$ cat src/rtl/piso_serializer.sv
// Parallel-in/serial-out converter with a valid/ready load handshake and a
// one-word holding buffer so consecutive words stream without an idle bit.
module piso_serializer #(
    parameter int WIDTH     = 4,
    parameter bit MSB_FIRST = 1'b1
) (
    input  logic             clock,
    input  logic             reset,
    input  logic [WIDTH-1:0] data_in,
    input  logic             load_valid,
    output logic             load_ready,
    input  logic             shift_en,
    output logic             serial_out,
    output logic             serial_valid,
    output logic             frame_start,
    output logic             frame_end
);

    localparam int CW = (WIDTH > 1) ? $clog2(WIDTH) : 1;
    localparam logic [CW-1:0] LAST = CW'(WIDTH - 1);

    typedef enum logic {IDLE, SHIFT} state_t;

    state_t           state_reg, state_next;
    logic [WIDTH-1:0] shift_reg, shift_next;
    logic [WIDTH-1:0] hold_reg, hold_next;
    logic             hold_full_reg, hold_full_next;
    logic [CW-1:0]    count_reg, count_next;
    logic [WIDTH-1:0] shifted;

    logic accept;
    logic consume;
    logic last_bit;

    // load_ready depends only on hold_full_reg, so accept has no loop back.
    assign accept   = load_valid && !hold_full_reg;
    assign consume  = (state_reg == SHIFT) && shift_en;
    assign last_bit = (count_reg == LAST);

    // Next-bit alignment: the bit on serial_out is shifted away, a zero fills in.
    genvar gi;
    generate
        for (gi = 0; gi < WIDTH; gi++) begin : g_shift
            if (MSB_FIRST) begin : g_msb
                if (gi == 0) begin : g_fill
                    assign shifted[gi] = 1'b0;
                end else begin : g_move
                    assign shifted[gi] = shift_reg[gi-1];
                end
            end else begin : g_lsb
                if (gi == WIDTH - 1) begin : g_fill
                    assign shifted[gi] = 1'b0;
                end else begin : g_move
                    assign shifted[gi] = shift_reg[gi+1];
                end
            end
        end
    endgenerate

    always_ff @(posedge clock or negedge reset) begin
        if (!reset) begin
            state_reg     <= IDLE;
            shift_reg     <= '0;
            hold_reg      <= '0;
            hold_full_reg <= 1'b0;
            count_reg     <= '0;
        end else begin
            state_reg     <= state_next;
            shift_reg     <= shift_next;
            hold_reg      <= hold_next;
            hold_full_reg <= hold_full_next;
            count_reg     <= count_next;
        end
    end

    always_comb begin
        state_next     = state_reg;
        shift_next     = shift_reg;
        hold_next      = hold_reg;
        hold_full_next = hold_full_reg;
        count_next     = count_reg;
        case (state_reg)
            IDLE: begin
                if (accept) begin
                    shift_next = data_in;
                    count_next = '0;
                    state_next = SHIFT;
                end
            end
            SHIFT: begin
                if (consume && last_bit) begin
                    count_next = '0;
                    if (hold_full_reg) begin
                        shift_next     = hold_reg;
                        hold_full_next = 1'b0;
                    end else if (accept) begin
                        shift_next = data_in;
                    end else begin
                        state_next = IDLE;
                    end
                end else begin
                    if (consume) begin
                        shift_next = shifted;
                        count_next = count_reg + CW'(1);
                    end
                    // The last-bit bypass above is the only accept that skips the buffer.
                    if (accept) begin
                        hold_next      = data_in;
                        hold_full_next = 1'b1;
                    end
                end
            end
            default: state_next = IDLE;
        endcase
    end

    always_comb begin
        load_ready   = !hold_full_reg;
        serial_valid = (state_reg == SHIFT);
        serial_out   = serial_valid && (MSB_FIRST ? shift_reg[WIDTH-1] : shift_reg[0]);
        frame_start  = serial_valid && (count_reg == '0);
        frame_end    = serial_valid && (count_reg == LAST);
    end

endmodule

$ cat config.mk
export PLATFORM = sky130hd
export DESIGN_NAME = piso_serializer
export DESIGN_NICKNAME = d
export VERILOG_FILES = /design/src/rtl/piso_serializer.sv
export SDC_FILE = /design/constraint.sdc
export NUM_CORES = 1
export LEC_CHECK = 0
export CORE_UTILIZATION = 53
export CTS_BUF_LIST = sky130_fd_sc_hd__clkbuf_2 sky130_fd_sc_hd__clkbuf_4 sky130_fd_sc_hd__clkbuf_8
export DETAILED_ROUTE_END_ITERATION = 16
export GPL_TIMING_DRIVEN = 0
export PLACE_DENSITY_LB_ADDON = 0.25
export SYNTH_ARGS = -nofsm -noshare
export SYNTH_HDL_FRONTEND = slang
export SYNTH_SLANG_ARGS = --single-unit
$ cat constraint.sdc
create_clock -name clock -period 1.9 [get_ports clock]
set_input_delay 0.19 -clock clock [delete_from_list [all_inputs] [get_ports clock]]
set_output_delay 0.19 -clock clock [all_outputs]
set_load 0.02 [all_outputs]
==> metrics.txt, run 1 <==
HP Class=in2async; crit path kind=reg2out; Cell Rows=12; pin count of the biggest net entering global routing=20; post-placement cell area=853 um2; die width=38.7 um; number of global-route vias before repair=514; fin crit share=0.955; Starting Density=0.603; Die H=38.7 um; endpoints failing setup=0; CP endpoint kind=output port; WL final=1460 um; CTS max path bufs=2; TritonCTS Buffers=3; Mapped Area=716 um2; R2R Setup Slk=300 ps; average wire per cell in the routed design=14.3 um; Critical R2R Launch=count_reg[0]; Max Clk Rate=around 550 MHz; WP data required=between 1500 and 2000 ps; clk sink count=12; H-tree levels=1; most common cell after layout, fill and taps aside=dfrtp_1; crit-path max FO=19; max cap viols=0; Setup TNS Final=0 ps; EDFF count, synth=0; Setup WS pre-CTS=between 150 and 200 ps; initial antenna violation count=0; port bufs=12; nature of the critical path startpoint=register; Syn Area/Cell=9.67 um2; crit path from=serial_valid; fin. max-slew vios=0; worst skew pair latency=270 ps; TritonRoute pass-1 iters=4; # DRC=0; clock slew at reported path FFs=about 80 ps; Leak Pwr=0.375 nW; antenna diode count=0; Non-Filler Instances=102; RSZ-0062 raised after global routing=false; grt total ovfl=0; area grow syn2layout=21.7%; gr usage total=0.239; Final Total Pwr=1.24 mW; final hold slack=approximately 270 ps; post-synth top area share=0.420; vias per cell=5.80; CTS tree=built; final core utilization=0.734; layout cells sized above 1=0.114; R2R depth=4; Final GP Congestion=0.804; critical path endpoint=frame_start; fill count=97; Seq/Total Area, Yosys=0.420; via count=592; largest area contributor in the netlist=dfrtp_1; CORE AREA=0.00119 mm2; post-CTS repair timing setup buffer count=0; CP Data Arrival Time=around 1600 ps; Final #Nets=100; Synth Warn #=0; Max VDD drop=0.950 mV; asr flop ratio synth=1.00; Synth cell types=28; DRT iter0 DRCs=14; Syn Nets=84; min cycle time layout=1810 ps; status=finished clean; DRT antenna net count=0; final setup margin=85.7 ps; ranking of synthesized cells by area=dfrtp_1 (42%), a32o_1 (5.6%), o21ai_0 (4.9%); final hold violations=0; Power Density=1430 mW/mm2; I/O pin count=13; design area=871 um2; Slew headroom=0.639; most frequent cells in the layout=dfrtp_1 (12), clkdlybuf4s50_1 (10), o21ai_0 (7); Post-synth top flop=dfrtp_1; post-synthesis instance total=74; Fin Clk Skew=4.65 ps; Slew @ Worst Pin=539 ps; dpl hpwl=1090 um; global-route wire length before repair=2330 um; die area=0.00150 mm2; synthesized flop and latch total=12; clk root buf=clkbuf_4; placed cells=100; reg-to-reg endpoint=hold_reg[1]
## cell families after synthesis
family | after synthesis | synth area share
adders and majority gates | 2 | 0.0350
AOI/OAI and AO/OA | 21 | 0.205
and+or+nand+nor | 24 | 0.203
muxes | 5 | 0.0769
buffers and inverters | 10 | 0.0612
DFF | 12 | 0.420
## synthesized netlist by cell type, types with 2 or more instances
cell type	number
o211ai_1	3
nand3b_1	3
a31oi_1	2
o21ai_0	7
nor2b_1	4
mux2_2	3
nand2_1	6
ha_1	2
or3_1	3
a32o_1	4
inv_1	5
and2_1	3
nand2b_1	2
buf_2	2
dfrtp_1	12
## worst min-delay path by stage
stage | slack, ps | from | to | depth (start not counted)
floorplan | -110 | reset | count_reg[0] | 0
detailed placement | 480 | hold_reg[2] | hold_reg[2] | 1
finish | 270 | reset | shift_reg[3] | 1
global placement | 470 | hold_reg[2] | hold_reg[2] | 1
global route | 310 | reset | hold_reg[1] | 1
CTS | 290 | reset | hold_reg[3] | 1
## final cells by class
class | count | area [um2] | share of cell area
inverter | 6 | 22.5 | 0.0259
buffer | 3 | 18.8 | 0.0216
clock buffer | 3 | 22.5 | 0.0259
timing repair buffer | 12 | 118 | 0.135
tap | 14 | 17.5 | 0.0201
sequential | 12 | 300 | 0.345
multi-input combinational | 52 | 372 | 0.427
## metal layers
layer  global-route usage  part of all wire  vias to the layer above  routed length (um)
met5                    0                 0                        -                   0
met3               0.0520             0.036                        2                  52
met4                0.103             0.014                        0                  20
met2                0.367              0.45                       15                 659
li1                     -                 -                      299                   -
met1                0.322              0.50                      276                 731
## report_power, final
group	switching (mW)	leakage, nW	internal, mW
combinational	0.295	0.219	0.312
clock	0.0860	0.0138	0.0733
sequential	0.0999	0.142	0.376
total	0.481	0.375	0.762
## worst max-delay path: stages (launching register included)
cell and delay [ps]:
dfrtp_1 400, buf_4 220, and2_1 140, clkdlybuf4s50_1 590
## timing repair
| item | 4_1_cts | 5_1_grt |
|---|---|---|
| endpoints found under the setup margin | 3 | 0 |
| gates resized for setup | 3 | 0 |
| hold buffers | 0 | 0 |
Power figures use the tool's default switching activity.
==> run 2, diff against run 1 <==
- CELL_PAD_IN_SITES_DETAIL_PLACEMENT: unset -> 0
- CELL_PAD_IN_SITES_GLOBAL_PLACEMENT: unset -> 1
- CORE_UTILIZATION: 53 -> 36
- clock period: 1.9 -> 1.5 ns (I/O delays scaled with it)
==> run 2 against run 1 <==
  * Combinational power rose by 30%
  * Clock skew about the same
  * First-iteration DRC count fell by 50%
  * Register-to-register slack got worse by 230 ps
  * Clock-buffer cell count unchanged
  * Die area increased by 45%
  * Critical path depth increased by 1
  * Sequential power increased by 29%
  * Global-route usage down 6.6 points
  * Design area up 4.9%
  * Non-clock buffer count increased by 2
  * Largest cell class unchanged
  * Largest power group unchanged
  * Highest routed layer is now met3
==> metrics.txt, run 2 (synthesis results as in run 1) <==
Max Clk Rate=701 MHz; WL final=1560 um (was 1460 um); Max VDD drop=0.768 mV (was 0.950 mV); Largest delay share family, worst path=flip-flops (was buffers and inverters); fill count=192 (was 97); CP endpoint kind=register (was output port); final setup margin=72.5 ps (was 85.7 ps); I/O pin count=13 (unchanged); RSZ-0062 raised after global routing=false (unchanged); # DRC=0 (unchanged); pin count of the biggest net entering global routing=13 (was 20); most common cell after layout, fill and taps aside=dfrtp_1 (unchanged); max cap viols=0 (unchanged); crit path kind=reg2reg (was reg2out); fin. max-slew vios=0 (unchanged); worst skew pair latency=270 ps (about the same); antenna diode count=0 (unchanged); CORE AREA=0.00180 mm2 (was 0.00119 mm2); Final GP Congestion=0.754 (was 0.804); H-tree levels=1 (unchanged); TritonRoute pass-1 iters=4 (unchanged); most frequent cells in the layout=dfrtp_1 (11), o21ai_0 (7), clkdlybuf4s50_1 (7) (was dfrtp_1 (12), clkdlybuf4s50_1 (10), o21ai_0 (7)); WP data required=1660 ps (was 1710 ps); clk sink count=12 (unchanged); via count=625 (was 592); nature of the critical path startpoint=register (unchanged); Slew headroom=0.621 (was 0.639); HP Class=in2async (unchanged); post-placement cell area=867 um2 (was 853 um2); area grow syn2layout=27.6% (was 21.7%); Starting Density=0.397 (was 0.603); DRT antenna net count=0 (unchanged); vias per cell=5.43 (was 5.80); gr usage total=0.173 (was 0.239); final hold violations=0 (unchanged); TritonCTS Buffers=3 (unchanged); average wire per cell in the routed design=13.6 um (was 14.3 um); Final Total Pwr=1.61 mW (was 1.24 mW); CP cell instances=ha_4 -> nand2_4 -> and4_4 -> mux2_1 (was buf_4 -> and2_1 -> clkdlybuf4s50_1); hold_buf cts=0 (unchanged); clk root buf=clkbuf_4 (unchanged); CP Buf/Inv Count=0 (was 2); CTS max path bufs=2 (unchanged); layout cells sized above 1=0.200 (was 0.114); DRT iter0 DRCs=7 (was 14); grt total ovfl=0 (unchanged); Final #Nets=102 (was 100); initial antenna violation count=0 (unchanged); Cell Rows=15 (was 12); CTS tree=built (unchanged); CP Data Arrival Time=1590 ps (was 1620 ps); Power Density=1760 mW/mm2 (was 1430 mW/mm2); Slowest-stage cell, CP=dfrtp_2 (was clkdlybuf4s50_1); min cycle time layout=1430 ps; crit-path max FO=7 (was 19); endpoints failing setup=0 (unchanged); port bufs=12 (unchanged); Setup WS pre-CTS=-216 ps (was 165 ps); status=finished clean (unchanged); Slew @ Worst Pin=567 ps (was 539 ps); global-route wire length before repair=2580 um (was 2330 um); die width=46.6 um (was 38.7 um); Die H=46.6 um (was 38.7 um); fin crit share=0.952; clock slew at reported path FFs=80 ps (about the same); number of global-route vias before repair=583 (was 514); die area=0.00217 mm2 (was 0.00150 mm2); design area=913 um2 (was 871 um2); crit-path max cell delay=440 ps (was 590 ps); Leak Pwr=0.394 nW (was 0.375 nW); dpl hpwl=1130 um (was 1090 um); Fin Clk Skew=4.31 ps (was 4.65 ps)
## run 2: timing repair
action | in CTS | in global routing
setup endpoints to repair | 8 | 6
gates resized for setup | 18 | 4
endpoints found under the hold margin | 0 | 0
cloned | 0 | 0
pin swaps | 0 | 1
buffers inserted | 1 | 0
## run 2: final cells by class
| type | count | area, um2 | area share |
|---|---|---|---|
| well taps | 25 | 31.3 | 0.0342 |
| inverters | 6 | 22.5 | 0.0247 |
| repair buffers | 13 | 114 | 0.125 |
| flip-flops and latches | 12 | 302 | 0.330 |
| plain buffers | 4 | 30.0 | 0.0329 |
| clock buffers | 3 | 22.5 | 0.0247 |
| multi-input cells | 52 | 392 | 0.429 |
## run 2: path summary, 6_finish.rpt
kind | startpoint | endpoint | slack (ps) | depth (start not counted)
min reg2reg | hold_reg[0] | hold_reg[0] | 520 | 1
min in group clock | data_in[3] | hold_reg[3] | 520 | 2
max in group asynchronous | reset | count_reg[0] | 860 | 1
max | count_reg[0] | hold_reg[2] | 70 | 4
min | reset | shift_reg[2] | 230 | 1
max reg2reg | count_reg[0] | hold_reg[2] | 70 | 4
## run 2: per-stage QoR
step | cells | TNS (ps) | util | hold slack, ps
6_report | 115 | 0 | 0.507 | 234
3_3_place_gp | 111 | -1100 | 0.481 | 471
5_1_grt | 115 | 0 | 0.507 | 269
2_1_floorplan | 74 | 0 | - | -146
4_1_cts | 115 | 0 | 0.500 | 246
3_5_place_dp | 111 | -1240 | 0.481 | 500
## run 2: power by group
part / total, mW / internal, mW / switching (mW) / leakage (nW)
clock network: 0.201 / 0.0930 / 0.108 / 0.0138
registers: 0.616 / 0.479 / 0.137 / 0.141
logic: 0.791 / 0.402 / 0.389 / 0.239
total: 1.61 / 0.974 / 0.634 / 0.394
## run 2: routing by layer
layer	routed length (um)	part of all wire	track usage
met5	0	0	0
met4	0	0	0.0647
met3	70	0.045	0.0627
met2	731	0.47	0.264
met1	761	0.49	0.220
